--- src/rtl/brightness_pkg.sv ---
// Shared types, default widths and the pixel clamp for the brightness datapath.
// Latency: none (types, constants and a pure combinational function).
// Backpressure: not applicable.
package brightness_pkg;

  localparam int DEF_RAM_ADDR_W = 6;
  localparam int RAM_DATA_W     = 8;
  localparam int PE_DATA_W      = 16;
  localparam int DEF_DEPTH      = 4;

  typedef enum logic [1:0] {
    IDLE     = 2'd0,
    WAIT_VEC = 2'd1,
    WRITE    = 2'd2,
    DONE_ST  = 2'd3
  } writer_state_t;

  typedef struct packed {
    logic                  clamped;
    logic [RAM_DATA_W-1:0] pixel;
  } sat_result_t;

  // Two's complement lane to unsigned pixel: negatives floor at 0, anything
  // with bits set above the pixel width (and sign clear) ceils at all-ones.
  function automatic sat_result_t clamp_pixel(input logic [PE_DATA_W-1:0] x);
    sat_result_t r;
    logic        negative;
    logic        too_big;
    negative  = x[PE_DATA_W-1];
    too_big   = |x[PE_DATA_W-2:RAM_DATA_W];
    r.clamped = negative | too_big;
    if (negative) begin
      r.pixel = '0;
    end else if (too_big) begin
      r.pixel = '1;
    end else begin
      r.pixel = x[RAM_DATA_W-1:0];
    end
    return r;
  endfunction

endpackage

--- src/rtl/pixel_saturator.sv ---
// Clamps one signed PE result lane to an 8-bit pixel and flags when it clamped.
// Latency: combinational, zero cycles.
// Backpressure: none; output follows input.
module pixel_saturator
  import brightness_pkg::*;
(
  input  logic [PE_DATA_W-1:0]  i_lane,
  output logic [RAM_DATA_W-1:0] o_pixel,
  output logic                  o_clamped
);

  sat_result_t w_res;

  // Pure function of the selected lane.
  always_comb begin
    w_res     = clamp_pixel(i_lane);
    o_pixel   = w_res.pixel;
    o_clamped = w_res.clamped;
  end

endmodule

--- src/rtl/ram_result_writer.sv ---
// Write-back of PE result vectors: clamp each lane, write one pixel per cycle to RAM.
// Latency: vector accepted on cycle N is written on cycles N+1..N+DEPTH.
// Backpressure: data_ready only in WAIT_VEC; at most one vector per DEPTH+1 cycles.
module ram_result_writer
  import brightness_pkg::*;
#(
  parameter int RAM_ADDR_WIDTH = DEF_RAM_ADDR_W,
  parameter int RAM_DATA_WIDTH = RAM_DATA_W,
  parameter int PE_DATA_WIDTH  = PE_DATA_W,
  parameter int DEPTH          = DEF_DEPTH
) (
  input  logic                             clk,
  input  logic                             reset,
  input  logic                             start,
  input  logic [PE_DATA_WIDTH*DEPTH-1:0]   data_in,
  input  logic                             data_valid,
  output logic                             data_ready,
  output logic [RAM_ADDR_WIDTH-1:0]        ram_address,
  output logic [RAM_DATA_WIDTH-1:0]        ram_wdata,
  output logic                             ram_we,
  output logic [RAM_ADDR_WIDTH:0]          sat_count,
  output logic                             busy,
  output logic                             done
);

  localparam int LW = (DEPTH > 1) ? $clog2(DEPTH) : 1;
  localparam logic [RAM_ADDR_WIDTH-1:0] LAST_BASE = RAM_ADDR_WIDTH'((2**RAM_ADDR_WIDTH) - DEPTH);
  localparam logic [RAM_ADDR_WIDTH-1:0] ADDR_STEP = RAM_ADDR_WIDTH'(DEPTH);
  localparam logic [LW-1:0]             LAST_LANE = LW'(DEPTH - 1);
  localparam logic [RAM_ADDR_WIDTH:0]   SAT_MAX   = '1;

  writer_state_t                    r_state;
  writer_state_t                    w_next;
  logic [RAM_ADDR_WIDTH-1:0]        r_base_addr;
  logic [LW-1:0]                    r_lane_cnt;
  logic [PE_DATA_WIDTH*DEPTH-1:0]   r_buffer;
  logic [RAM_ADDR_WIDTH:0]          r_sat_count;

  logic [PE_DATA_WIDTH-1:0]         w_lane;
  logic [RAM_DATA_WIDTH-1:0]        w_pixel;
  logic                             w_clamped;
  logic                             w_last_lane;
  logic                             w_last_base;

  assign w_lane      = r_buffer[r_lane_cnt*PE_DATA_WIDTH +: PE_DATA_WIDTH];
  assign w_last_lane = (r_lane_cnt == LAST_LANE);
  assign w_last_base = (r_base_addr == LAST_BASE);
  assign sat_count   = r_sat_count;

  pixel_saturator u_sat (
    .i_lane    (w_lane),
    .o_pixel   (w_pixel),
    .o_clamped (w_clamped)
  );

  // Next-state and state-decoded outputs; RAM port is quiet outside WRITE.
  always_comb begin
    w_next      = r_state;
    data_ready  = 1'b0;
    ram_we      = 1'b0;
    ram_address = '0;
    ram_wdata   = '0;
    busy        = (r_state != IDLE);
    done        = 1'b0;
    case (r_state)
      IDLE: begin
        if (start) w_next = WAIT_VEC;
      end
      WAIT_VEC: begin
        data_ready = 1'b1;
        if (data_valid) w_next = WRITE;
      end
      WRITE: begin
        ram_we      = 1'b1;
        ram_address = r_base_addr + RAM_ADDR_WIDTH'(r_lane_cnt);
        ram_wdata   = w_pixel;
        if (w_last_lane) w_next = w_last_base ? DONE_ST : WAIT_VEC;
      end
      DONE_ST: begin
        done   = 1'b1;
        w_next = IDLE;
      end
      default: w_next = IDLE;
    endcase
  end

  // State register.
  always_ff @(posedge clk) begin
    if (reset) r_state <= IDLE;
    else       r_state <= w_next;
  end

  // Frame addressing, lane buffer and saturation counter.
  always_ff @(posedge clk) begin
    if (reset) begin
      r_base_addr <= '0;
      r_lane_cnt  <= '0;
      r_buffer    <= '0;
      r_sat_count <= '0;
    end else begin
      case (r_state)
        IDLE: begin
          if (start) begin
            r_base_addr <= '0;
            r_sat_count <= '0;
          end
        end
        WAIT_VEC: begin
          if (data_valid) begin
            r_buffer   <= data_in;
            r_lane_cnt <= '0;
          end
        end
        WRITE: begin
          r_lane_cnt <= r_lane_cnt + 1'b1;
          if (w_clamped && (r_sat_count != SAT_MAX)) r_sat_count <= r_sat_count + 1'b1;
          // Base stays on the last block at frame end so it never wraps.
          if (w_last_lane && !w_last_base) r_base_addr <= r_base_addr + ADDR_STEP;
        end
        default: ;
      endcase
    end
  end

endmodule
--- config.mk ---
export PLATFORM = sky130hd
export DESIGN_NAME = ram_result_writer
export DESIGN_NICKNAME = d
export VERILOG_FILES = /design/src/rtl/brightness_pkg.sv /design/src/rtl/pixel_saturator.sv /design/src/rtl/ram_result_writer.sv
export SDC_FILE = /design/constraint.sdc
export NUM_CORES = 1
export LEC_CHECK = 0
export ABC_AREA = 0
export CAP_MARGIN = 20
export CORE_ASPECT_RATIO = 1.5
export CORE_MARGIN = 2
export CORE_UTILIZATION = 52
export CTS_BUF_LIST = sky130_fd_sc_hd__clkbuf_4 sky130_fd_sc_hd__clkbuf_8 sky130_fd_sc_hd__clkbuf_16
export DETAILED_ROUTE_END_ITERATION = 12
export GPL_TIMING_DRIVEN = 0
export PLACE_DENSITY = 0.94
export REMOVE_ABC_BUFFERS = 1
export SYNTH_ARGS = -nofsm -noshare
export SYNTH_HDL_FRONTEND = slang
export SYNTH_SLANG_ARGS = --single-unit
--- constraint.sdc ---
create_clock -name clk -period 4.5 [get_ports clk]
set_clock_uncertainty 0.2 [all_clocks]
set_input_delay 0.9 -clock clk [delete_from_list [all_inputs] [get_ports clk]]
set_output_delay 0.9 -clock clk [all_outputs]
set_load 0.01 [all_outputs]
# After elaboration in Yosys (flattened, before gate mapping)
# Index checks and enable logic that the tools add are counted.
[totals]
reg_bits = 81
latch_bits = 0
ramBits = 0
rom_bits = 0
input_bits = 68
out_inout_bits = 25
memories = 0
[classes]
add_sub_neg = 4
n_mul = 0
div_mod_pow = 0
magnitude_cmp = 0
eq_ne = 11
shift = 1
mux = 20
bitwise_logic = 1
reduce_logical = 13
[op_table]
columns = ["operator", "n"]
rows = [
  ["64-bit by 7-bit variable part select with 16-bit output", 1],
  ["8-bit 2-to-1 mux", 3],
  ["6-bit 2-to-1 mux", 3],
  ["7-bit 2-to-1 mux", 2],
  ["7-bit one-hot mux with 2 select lines", 1],
  ["6-bit one-hot mux with 2 select lines", 1],
  ["2-bit 2-to-1 mux", 5],
  ["2-bit != test, second input constant", 5],
  ["3-bit AND reduction", 3],
  ["2-bit one-hot mux with 4 select lines", 1],
  ["7-bit by 1-bit adder with 7-bit output, second input constant", 1],
  ["7-bit != test, second input constant", 1],
  ["7-bit OR reduction", 1],
  ["6-bit by 2-bit adder with 6-bit output", 1],
  ["6-bit by 3-bit adder with 6-bit output, second input constant", 1],
  ["2-bit equality test, second input constant", 3],
  ["6-bit equality test, second input constant", 1],
  ["2-bit nonzero test", 3],
  ["2-bit one-hot mux with 2 select lines", 1],
  ["2-bit AND reduction", 2],
  ["1-bit 2-to-1 mux", 3],
  ["2-bit by 1-bit adder with 2-bit output, second input constant", 1],
  ["2-bit by 1-bit equality test with 1-bit output, second input constant", 1],
  ["1-bit logical AND", 2],
  ["3 further kinds", 3],
]

# Depth between registers and ports, before layout
[depth]
depth_word = 6
mapped_depth = 8
mapped_depth_nobuf = 7

# By module
# A second synthesis with hierarchy kept.
[unflattened]
cells_unflattened = 429
area_unflattened_um2 = 3584.7
[by_module_without_submodules]
columns = ["module", "n_inst", "cells_per_inst", "area_per_inst_um2", "seq_area_each_um2"]
rows = [
  ["ram_result_writer", 1, 407, 3462.1, 1581.5],
  ["pixel_saturator", 1, 22, 122.6, 0.0],
]

# Least setup slack after synthesis
# Ideal clock, no wire load.
[synth_timing]
kind = "register -> output"
start = "register r_lane_cnt[0]"
end = "output port ram_wdata[0]"
arrival_ps = 1422
path_slack_ps = 1978
path_stages_with_launch = 5
n_path_buf = 2
cell_sequence = "dfxtp_1 buf_6 buf_2 mux4_2 o21a_1"
[synth_between]
elab_chain_len = 5
[synth_rtl]
columns = ["item", "line", "text"]
rows = [
  ["start, declared", "ram_result_writer.sv:35", "logic [LW-1:0] r_lane_cnt;"],
  ["start signal, assigned", "ram_result_writer.sv:115", "r_lane_cnt <= r_lane_cnt + 1'b1;"],
  ["64-bit by 7-bit variable part select with 16-bit output *", "ram_result_writer.sv:45", "assign w_lane = r_buffer[r_lane_cnt*PE_DATA_WIDTH +: PE_DATA_WIDTH];"],
  ["7-bit OR reduction", "brightness_pkg.sv:30", "too_big = |x[PE_DATA_W-2:RAM_DATA_W];"],
  ["8-bit 2-to-1 mux", "brightness_pkg.sv:34", "end else if (too_big) begin"],
  ["8-bit 2-to-1 mux *", "brightness_pkg.sv:32", "if (negative) begin"],
  ["8-bit 2-to-1 mux *", "ram_result_writer.sv:65", "case (r_state)"],
  ["end, declared", "ram_result_writer.sv:19", "output logic [RAM_DATA_WIDTH-1:0] ram_wdata,"],
]
# Mark *: on every way between the ends. The rest lies on a longest branch, timed or not.

# Worst setup path after layout
[layout_timing]
start = "register r_lane_cnt[0]"
end = "output port ram_wdata[1]"
# Same word-level chain as after synthesis.

==> impl_metrics.tcl <==
set metrics [dict create \
    wl_met2_um 4300 \
    grt_pass1_wl_um 13500 \
    synth_edf_count 0 \
    placeableCoreArea_um2 6400 \
    wl_met1_um 3080 \
    crit_buf_inv 1 \
    port_buffers 92 \
    grt_pass1_vias 3067 \
    rsz0062_at_grt "no" \
    min_period_ns 4.14 \
    numCtsBuffers 9 \
    grt_overflow 0 \
    async_reset_ff_share_pct 0 \
    cp_max_fo 17 \
    syn_inst 412 \
    crit_family "flip-flops" \
    route.met3.wl_um 377 \
    worstSetupStartpointType "flip-flop" \
    cts.path.max_buffers 2 \
    post_cts_buffers 0 \
    tightest_slew_ns 0.923 \
    worstSetupStartpoint "r_lane_cnt[0]" \
    required_ns 3.40 \
    cts_resized 0 \
    syn_area_um2 3380 \
    dp_hpwl_um 5710 \
    grt_max_degree 43 \
    ios 93 \
    crit_path_frequent_cell "nor2_1" \
    r2r-end "sat_count[3]" \
    synth_cell_types 39 \
    crit_arrival_ns 3.04 \
    antenna_found_initial 0 \
    via_per_inst 5.42 \
    finalCritPeriodShare_pct 91.9 \
    drtAntennaViolNets 0 \
    drive_above_1_share_pct 7.27 \
    setup_tns_ns 0 \
    nNetsFinal 561 \
    htreeDepth 3 \
    maxUsedRoutingLayer "met4" \
    path_class "reg -> out" \
    slowest_delay_ns 0.93 \
    max_freq_mhz 242 \
    grt_use_total_pct 23.5 \
    path_cells "o41ai_1 -> o21ai_0 -> nor2_1 -> nor2_1 -> o21a_1 -> clkdlybuf4s50_1" \
    multi_input_area_um2 1650 \
    finish.utilization_pct 70.9 \
    post_drt_wl_per_cell_um 13.9 \
    synthFlopType "dfxtp_1" \
    layout_setup_ws_ns 0.364 \
    insertion_delay_ns 0.34 \
    reg2reg_slack_ns 1.83 \
    cts_tree "yes" \
    regArea_um2 1580 \
    dieHeight_um 103 \
    cap_violations 0 \
    dp_slack_ns 0.629 \
    dp.cells 555 \
    vias 3095 \
    r2r_cells 5 \
    stdcell_count 571 \
    die_w_um 69.8 \
    cp.depth 6 \
    synth.ff_latch_count 79 \
    clk_pin_slew_ns 0.07 \
    hold_violations 0 \
    ys_seq_area_share_pct 46.8 \
    drc 0 \
    wl_um 7960 \
    postCtsHoldBufs 0 \
    rows 36 \
    cts.sinks 79 \
    p_leak_uw 0.00159 \
    avgSynthCellArea_um2 8.20 \
    cp_slowest_cell "dfxtp_1" \
    n_antenna_cell 0 \
    drt_iter0_drc 213 \
    ir_drop_mv 0.309 \
    setup.worst_path.end_class "output port" \
    status "completed" \
    die-area_um2 7170 \
    initial_core_util_pct 52.8 \
    gp_congestion 0.792 \
    slew_viol_final 0 \
    power_density_nw_per_um2 336 \
    hold_path.class "reg -> reg" \
    slew_headroom_pct 38.4 \
    setup_viol 0 \
    root_buffer "clkbuf_8" \
    fillers 514 \
    r2r-start "r_lane_cnt[0]" \
    drtPass1Iterations 4 \
    yosys_warnings 0 \
    crit_end "ram_wdata[1]" \
    syn_to_final_growth_pct 34.2 \
]
flip-flops by register name (all words and copies together), names as in the netlist:
register     count
r_base_addr      4
r_buffer        64
r_lane_cnt       2
r_state          2
sat_count        7
cell families (layout without fill, tap and decap cells):
family | after synthesis | count (layout) | share of synthesized area, %
AO/OA/AOI/OAI | 102 | 102 | 17.4
multiplexers | 10 | 10 | 6.30
flip-flops | 79 | 79 | 46.8
buffers and inverters | 34 | 117 | 4.56
XOR/XNOR | 2 | 2 | 0.519
AND/OR/NAND/NOR | 182 | 182 | 23.3
adder cells (fa/ha/maj) | 3 | 3 | 1.11
where the power goes:
part,internal (µW),leakage (µW),switching [µW]
sequential,726,0.000641,25.0
clock,306,0.000113,240
combinational,117,0.000839,106
area by class of cell:
class	instances	share of cell area, %
timing repair buffer	95	21.5
clock buffer	13	3.81
inverter	6	0.497
sequential	79	34.9
clock inverter	3	0.883
multi-input combinational	299	36.3
tap	76	2.10
Yosys cell counts, types with 2 or more instances:
cell type	instances	area [µm²]
and2_1	7	43.8
a31oi_1	2	12.5
a21oi_1	75	375
nor2b_1	2	12.5
o21ai_0	4	20.0
inv_1	5	18.8
nand2_1	137	514
nor4b_1	3	26.3
a21o_1	3	22.5
nor2_1	11	41.3
nand4_1	3	18.8
and3_1	3	18.8
xor2_1	2	17.5
buf_2	9	45.0
buf_6	2	22.5
mux4_2	9	203
dfxtp_1	79	1580
o21a_1	9	67.6
nand3_1	4	20.0
clkbuf_1	16	60.1
nand2b_1	3	18.8
nor4_1	5	31.3
ha_1	3	37.5
tightest hold or removal path, delay by kind of cell, from the launching register on:
family | cells | cell delay [ns]
AND/OR/NAND/NOR | 1 | 0.05
AO/OA/AOI/OAI | 1 | 0.05
flip-flops | 1 | 0.31
cells in the final DEF (no fill, tap or decap), types with 2 or more instances in the layout:
cell type / instances
a21o_1: 3
a21oi_1: 75
a31oi_1: 2
and2_1: 6
and3_1: 3
buf_12: 3
clkbuf_8: 12
clkdlybuf4s50_1: 91
clkinv_2: 2
dfxtp_1: 79
ha_1: 3
inv_1: 5
mux4_2: 9
nand2_1: 136
nand2b_1: 3
nand3_1: 4
nand4_1: 3
nor2_1: 11
nor2b_1: 2
nor4_1: 5
nor4b_1: 3
o21a_1: 9
o21ai_0: 4
xor2_1: 2
per-layer routing:
| metal | vias to the layer above | global-route usage [%] |
|---|---|---|
| met2 | 96 | 43.2 |
| met3 | 16 | 5.38 |
| met1 | 1434 | 26.1 |
| met4 | 0 | 9.91 |
| li1 | 1549 | - |
| met5 | - | 0 |
stage by stage:
step,area [µm²],hold slack [ns],power [µW]
after floorplan,3250,0.227,863
after global routing,4530,0.275,1600
after detailed placement,4320,0.247,991
after global placement,4260,0.239,978
after CTS,4530,0.257,1530
final,4530,0.256,1520
worst min-delay path by stage:
stage                       from           end  slack [ns]  cells after the start
floorplan           r_buffer[32]  r_buffer[32]        0.23                      2
global placement     r_buffer[2]   r_buffer[2]        0.24                      2
detailed placement  r_buffer[16]  r_buffer[16]        0.25                      2
CTS                 r_buffer[16]  r_buffer[16]        0.26                      2
global route        r_buffer[32]  r_buffer[32]        0.27                      2
finish              r_buffer[16]  r_buffer[16]        0.26                      2
Power figures use the tool's default switching activity.
